$ cat src/rtl/mcpu_pkg.sv
// mcpu_pkg: shared definitions for the multi-cycle MIPS fetch stage.
//   - pc_src_e   : next-PC source select encodings
//   - IR_*       : instruction register field bit positions
//   - HALT_OP_DEF: default opcode that stops fetch
//   - sext_br_off: sign-extended, word-scaled branch offset
package mcpu_pkg;

    typedef enum logic [1:0] {
        PC_SEQ = 2'b00,
        PC_BR  = 2'b01,
        PC_J   = 2'b10,
        PC_JR  = 2'b11
    } pc_src_e;

    localparam int IR_OP_MSB   = 31;
    localparam int IR_OP_LSB   = 26;
    localparam int IR_RS_MSB   = 25;
    localparam int IR_RS_LSB   = 21;
    localparam int IR_RT_MSB   = 20;
    localparam int IR_RT_LSB   = 16;
    localparam int IR_RD_MSB   = 15;
    localparam int IR_RD_LSB   = 11;
    localparam int IR_FN_MSB   = 5;
    localparam int IR_FN_LSB   = 0;
    localparam int IR_IMM_MSB  = 15;
    localparam int IR_IMM_LSB  = 0;
    localparam int IR_JT_MSB   = 25;
    localparam int IR_JT_LSB   = 0;

    localparam logic [5:0] HALT_OP_DEF = 6'h3F;

    function automatic logic [31:0] sext_br_off(input logic [15:0] imm);
        return {{14{imm[15]}}, imm, 2'b00};
    endfunction

endpackage

$ cat src/rtl/mcpu_fetch_unit_next_pc_sel.sv
// next_pc_sel: combinational next-PC mux plus misalignment flag.
//   pc_q       in  current PC
//   pc4_q      in  PC+4 captured with the IR
//   jtarget    in  IR[25:0] (jump target; low 16 bits double as imm)
//   rs_data    in  register jump target
//   pc_src     in  source select (pc_src_e encoding)
//   next_pc    out selected next PC
//   misaligned out next_pc[1:0] != 0
module next_pc_sel
    import mcpu_pkg::*;
(
    input  logic [31:0] pc_q,
    input  logic [31:0] pc4_q,
    input  logic [25:0] jtarget,
    input  logic [31:0] rs_data,
    input  logic [1:0]  pc_src,
    output logic [31:0] next_pc,
    output logic        misaligned
);

    always_comb begin
        next_pc = pc_q + 32'd4;
        case (pc_src_e'(pc_src))
            PC_SEQ: next_pc = pc_q + 32'd4;
            PC_BR:  next_pc = pc4_q + sext_br_off(jtarget[15:0]);
            PC_J:   next_pc = {pc4_q[31:28], jtarget, 2'b00};
            PC_JR:  next_pc = rs_data;
            default: next_pc = pc_q + 32'd4;
        endcase
    end

    // Only a register target can actually be misaligned; checked uniformly anyway.
    assign misaligned = |next_pc[1:0];

endmodule

$ cat src/rtl/mcpu_fetch_unit.sv
// mcpu_fetch_unit: instruction-fetch stage of the multi-cycle MIPS CPU.
// Holds PC, IR, PC+4 link value, retired counter and sticky halt/address-error.
//   clk, rst        clock, async active-low reset
//   PCWre, IRWrite  PC / IR write enables from control
//   PCSrc           next-PC select (00 seq, 01 branch, 10 jump, 11 jr)
//   rs_data         jr/jalr target
//   imem_rdata      instruction at imem_addr (combinational memory)
//   imem_addr,pc_q  current PC
//   pc4_q           PC+4 captured with the IR
//   Opcode..imm     decoded IR fields
//   halted,addr_err sticky status
//   retired         IR loads since reset
module mcpu_fetch_unit
    import mcpu_pkg::*;
#(
    parameter logic [31:0] RESET_PC = 32'h0000_0000,
    parameter logic [5:0]  HALT_OP  = HALT_OP_DEF,
    parameter int          CNT_W    = 32
) (
    input  logic             clk,
    input  logic             rst,
    input  logic             PCWre,
    input  logic             IRWrite,
    input  logic [1:0]       PCSrc,
    input  logic [31:0]      rs_data,
    input  logic [31:0]      imem_rdata,
    output logic [31:0]      imem_addr,
    output logic [31:0]      pc_q,
    output logic [31:0]      pc4_q,
    output logic [5:0]       Opcode,
    output logic [4:0]       rs,
    output logic [4:0]       rt,
    output logic [4:0]       rd,
    output logic [5:0]       func,
    output logic [15:0]      imm,
    output logic             halted,
    output logic             addr_err,
    output logic [CNT_W-1:0] retired
);

    logic [31:0]      ir_q, ir_d;
    logic [31:0]      pc_d, pc4_d;
    logic             halted_q, halted_d;
    logic             addr_err_q, addr_err_d;
    logic [CNT_W-1:0] retired_q, retired_d;
    logic [31:0]      next_pc;
    logic             misaligned;

    next_pc_sel u_next_pc_sel (
        .pc_q       (pc_q),
        .pc4_q      (pc4_q),
        .jtarget    (ir_q[IR_JT_MSB:IR_JT_LSB]),
        .rs_data    (rs_data),
        .pc_src     (PCSrc),
        .next_pc    (next_pc),
        .misaligned (misaligned)
    );

    // All updates use pre-edge state, so a combined PCWre+IRWrite edge loads
    // the IR from the old PC while the PC moves on using the old IR/pc4.
    always_comb begin
        pc_d       = pc_q;
        pc4_d      = pc4_q;
        ir_d       = ir_q;
        halted_d   = halted_q;
        addr_err_d = addr_err_q;
        retired_d  = retired_q;
        if (!halted_q) begin
            if (ir_q[IR_OP_MSB:IR_OP_LSB] == HALT_OP)
                halted_d = 1'b1;
            if (PCWre) begin
                if (misaligned) begin
                    addr_err_d = 1'b1;
                    halted_d   = 1'b1;
                end else begin
                    pc_d = next_pc;
                end
            end
            if (IRWrite) begin
                ir_d      = imem_rdata;
                pc4_d     = pc_q + 32'd4;
                retired_d = retired_q + CNT_W'(1);
            end
        end
    end

    always_ff @(posedge clk or negedge rst) begin
        if (!rst) begin
            pc_q       <= RESET_PC;
            pc4_q      <= RESET_PC + 32'd4;
            ir_q       <= '0;
            halted_q   <= 1'b0;
            addr_err_q <= 1'b0;
            retired_q  <= '0;
        end else begin
            pc_q       <= pc_d;
            pc4_q      <= pc4_d;
            ir_q       <= ir_d;
            halted_q   <= halted_d;
            addr_err_q <= addr_err_d;
            retired_q  <= retired_d;
        end
    end

    assign imem_addr = pc_q;
    assign Opcode    = ir_q[IR_OP_MSB:IR_OP_LSB];
    assign rs        = ir_q[IR_RS_MSB:IR_RS_LSB];
    assign rt        = ir_q[IR_RT_MSB:IR_RT_LSB];
    assign rd        = ir_q[IR_RD_MSB:IR_RD_LSB];
    assign func      = ir_q[IR_FN_MSB:IR_FN_LSB];
    assign imm       = ir_q[IR_IMM_MSB:IR_IMM_LSB];
    assign halted    = halted_q;
    assign addr_err  = addr_err_q;
    assign retired   = retired_q;

endmodule

$ cat config.mk
export PLATFORM = sky130hd
export DESIGN_NAME = mcpu_fetch_unit
export DESIGN_NICKNAME = d
export VERILOG_FILES = /design/src/rtl/mcpu_pkg.sv /design/src/rtl/mcpu_fetch_unit_next_pc_sel.sv /design/src/rtl/mcpu_fetch_unit.sv
export SDC_FILE = /design/constraint.sdc
export NUM_CORES = 1
export LEC_CHECK = 0
export BUFFER_PORTS_ARGS = -buffer_cell sky130_fd_sc_hd__buf_2
export CORE_AREA = 2 2 131 133
export CTS_CLUSTER_DIAMETER = 30
export DETAILED_ROUTE_END_ITERATION = 7
export DIE_AREA = 0 0 133 135
export HOLD_SLACK_MARGIN = 0.08
export PLACE_DENSITY = 0.8
export SLEW_MARGIN = 20
export SYNTH_ARGS = -nofsm -noshare
export SYNTH_HDL_FRONTEND = slang
export SYNTH_SLANG_ARGS = --single-unit
$ cat constraint.sdc
create_clock -name clk -period 3.9 [get_ports clk]
set_clock_uncertainty 0.15 [all_clocks]
set_input_delay 0.78 -clock clk [delete_from_list [all_inputs] [get_ports clk]]
set_output_delay 0.78 -clock clk [all_outputs]
set_load 0.01 [all_outputs]
==> flow_summary.toml <==
[synth]
synth_cell_type_count = 76
syn_nets = 1120
synthCells = 1018
synth_commonest_cells = "222 x nand2_1, 129 x dfrtp_1, 61 x o21ai_0, 60 x nor2_1, 59 x a21oi_1"
synthTopCellsByArea = "dfrtp_1 37%, nand2_1 9.6%, xnor2_1 4.5%"
ys_ff_latch = 130
yosysWarnings = 0
synth_top_area_cell = "dfrtp_1"
synth_ff_type = "dfrtp_1"
yosys.area.top_type_share_pct = 37.0
yosysSeqAreaShare_pct = 37.3
synthArstFlopShare_pct = 100
synth_edf_count = 0
synth_area_per_cell_sq_um = 8.56
yosysMostFrequentCell = "nand2_1"
syn_area_sq_um = 8720

[global_route]
grt_pass1_wl_um = 41900
grt_max_degree = 68
grt_antenna_before_repair = 2
grt_pass1_vias = 7714
grt_overflow = 0
grtUsageTotal_pct = 29.9

[min_path]
worstHoldPathType = "input pin to async pin"

[floorplanning]
die_height_um = 135
ioPinCount = 243
die_x_um = 133
core_area_sq_um = 16400
rows = 47
die-area_sq_um = 18000
initial_core_util_pct = 53.1

[place]
dp_hpwl_um = 20300
port_buffers = 242
pre_cts_ws_ns = 0.833
place_inst = 1401
gp_congestion = 0.958

[drt]
via_per_inst = 5.85
drt_iter0_markers = 692
vias = 8392
drc = 0
first_pass_iters = 5
drtAntennaViolNets = 0
wire_per_inst_um = 18.7
totalWireLength_um = 26800

[sta]
rsz0062_at_grt = "no"
setup_viol = 0
slew_viol_final = 0
max_freq_mhz = 313
slew_headroom_pct = 41.8
hold_violations = 0
setup_ws_ns = 0.701
fin_setup_tns_ns = 0
tightest_slew_ns = 0.865
period_share_pct = 82.0
whs_ns = 0.188
finalCriticalPeriod_ns = 3.20

[setup_path]
path_class = "register to register"
crit_chain = "ha_1 -> inv_1 -> fa_1 -> nand2b_1 -> a21oi_1 -> o21ai_0 -> a211oi_1 -> or3b_2 -> and4_2 -> nor4_2"
slowest_stage = "a211oi_1"
worstPathArrival_ns = 3.36
slowest_delay_ns = 0.57
worstPathRequired_ns = 4.06
cp-end-kind = "register"
cp-start-kind = "register"
path_max_fanout = 4

[cts]
cts_root_buffer = "clkbuf_16"
cts_resized = 0
post_cts_buffers = 0
cts_buffer_depth = 2
cts_tree = "done"
htreeDepth = 4
clk_latency_ns = 0.43
cts_sinks = 130
cts.clk_slew.worst_paths_ns = 0.06
hold_buffers = 0
cts-buffers-inserted = 17

[power]
powerDensity_nw_per_um2 = 363
ir_worst_vdd_uv = 305
p_leak_nw = 5.30
power_mw = 3.78

[status]
status = "complete, no violations"

[finish]
n_fill_cell = 1416
final_cells = 1435
design.final.nets = 1302
synthToLayoutAreaGrowth_pct = 19.3
final_layout_size_suffix_gt1_share_pct = 27.5

[run]
drv_cap = 0
## layout by cell type (no fill, tap or decap), types with 6 or more instances in the layout
master | netlist | routed
ha_1 | 31 | 31
dfrtp_1 | 129 | 129
o21ai_0 | 61 | 61
nand2_1 | 222 | 222
nand4_1 | 12 | 12
mux2i_1 | 10 | 10
nand3_1 | 42 | 42
nor2_1 | 60 | 59
a21oi_1 | 59 | 59
xnor2_1 | 45 | 45
buf_2 | 4 | 241
o22ai_1 | 7 | 7
clkbuf_16 | 0 | 17
a211oi_1 | 6 | 6
xor2_1 | 32 | 32
buf_4 | 43 | 17
and3_1 | 13 | 13
o21bai_1 | 6 | 6
o21a_1 | 11 | 11
inv_1 | 11 | 11
a31oi_1 | 13 | 13
mux4_2 | 9 | 9
a21o_1 | 21 | 21
nor3_1 | 21 | 21
## per-layer routing
| metal | vias to the layer above | global-route usage (%) | part of all wire (%) |
|---|---|---|---|
| li1 | 3911 | - | - |
| met1 | 3969 | 40.1 | 42 |
| met5 | - | 0 | 0 |
| met2 | 442 | 48.0 | 46 |
| met4 | 0 | 14.0 | 3.7 |
| met3 | 70 | 4.69 | 7.5 |
## state kept, by name, summed over array words and instances, names as in the netlist
name       flops
imem_addr     32
ir_q          32
retired       32
halted         1
pc4_q         32
addr_err       1
## through the flow
| stage | cell area (sq um) | utilization [%] |
|---|---|---|
| global route | 10400 | 63.4 |
| detailed placement | 9780 | 59.6 |
| global placement | 9780 | 59.6 |
| floorplan | 8720 | - |
| finish | 10400 | 63.4 |
| CTS | 10400 | 63.4 |
## critical path: cells and delay by family (launching register included)
kind / cells / cell delay (ns)
AND/OR/NAND/NOR: 4 / 0.68
adder cells (fa/ha/maj): 2 / 0.58
AO/OA/AOI/OAI: 3 / 1.07
buffers and inverters: 1 / 0.07
flip-flops: 1 / 0.54
## path summary, 6_finish.rpt
check,start,to,slack [ns],cells past startpoint
worst max-delay path,pc4_q[2],imem_addr[30],0.70,10
worst min-delay path,rst,retired[23],0.19,1
worst max register to register,pc4_q[2],imem_addr[30],0.70,10
worst min register to register,retired[31],retired[31],0.32,1
max in group asynchronous,rst,pc4_q[2],2.52,2
min in group clk,retired[31],retired[31],0.32,1
## cell families (layout without fill, tap and decap cells)
group           count (synthesis)  in the layout  synth area share (%)
mux                            25             25                  4.29
xor+xnor                       77             77                  7.74
fa+ha+maj                      32             32                  4.68
buf+inv                       107            302                  7.05
simple gates                  422            422                  22.5
flops                         130            130                  37.3
compound gates                225            225                  16.4
other cells                     0              2                     0
## power by group
part | switching (mW) | internal, mW
logic | 0.354 | 0.252
registers | 0.0870 | 1.40
clock network | 0.648 | 1.03
## area by class of cell
class	count	area (sq um)	share of cell area, %
clock buffers	19	443	4.26
clock inverters	13	174	1.67
well taps	220	275	2.65
diodes	2	5.00	0.0481
repair buffers	259	1350	12.9
multi-input cells	781	4870	46.8
inverters	11	41.3	0.397
flip-flops and latches	130	3250	31.3
Note: power is estimated with default switching activity, not from simulation.
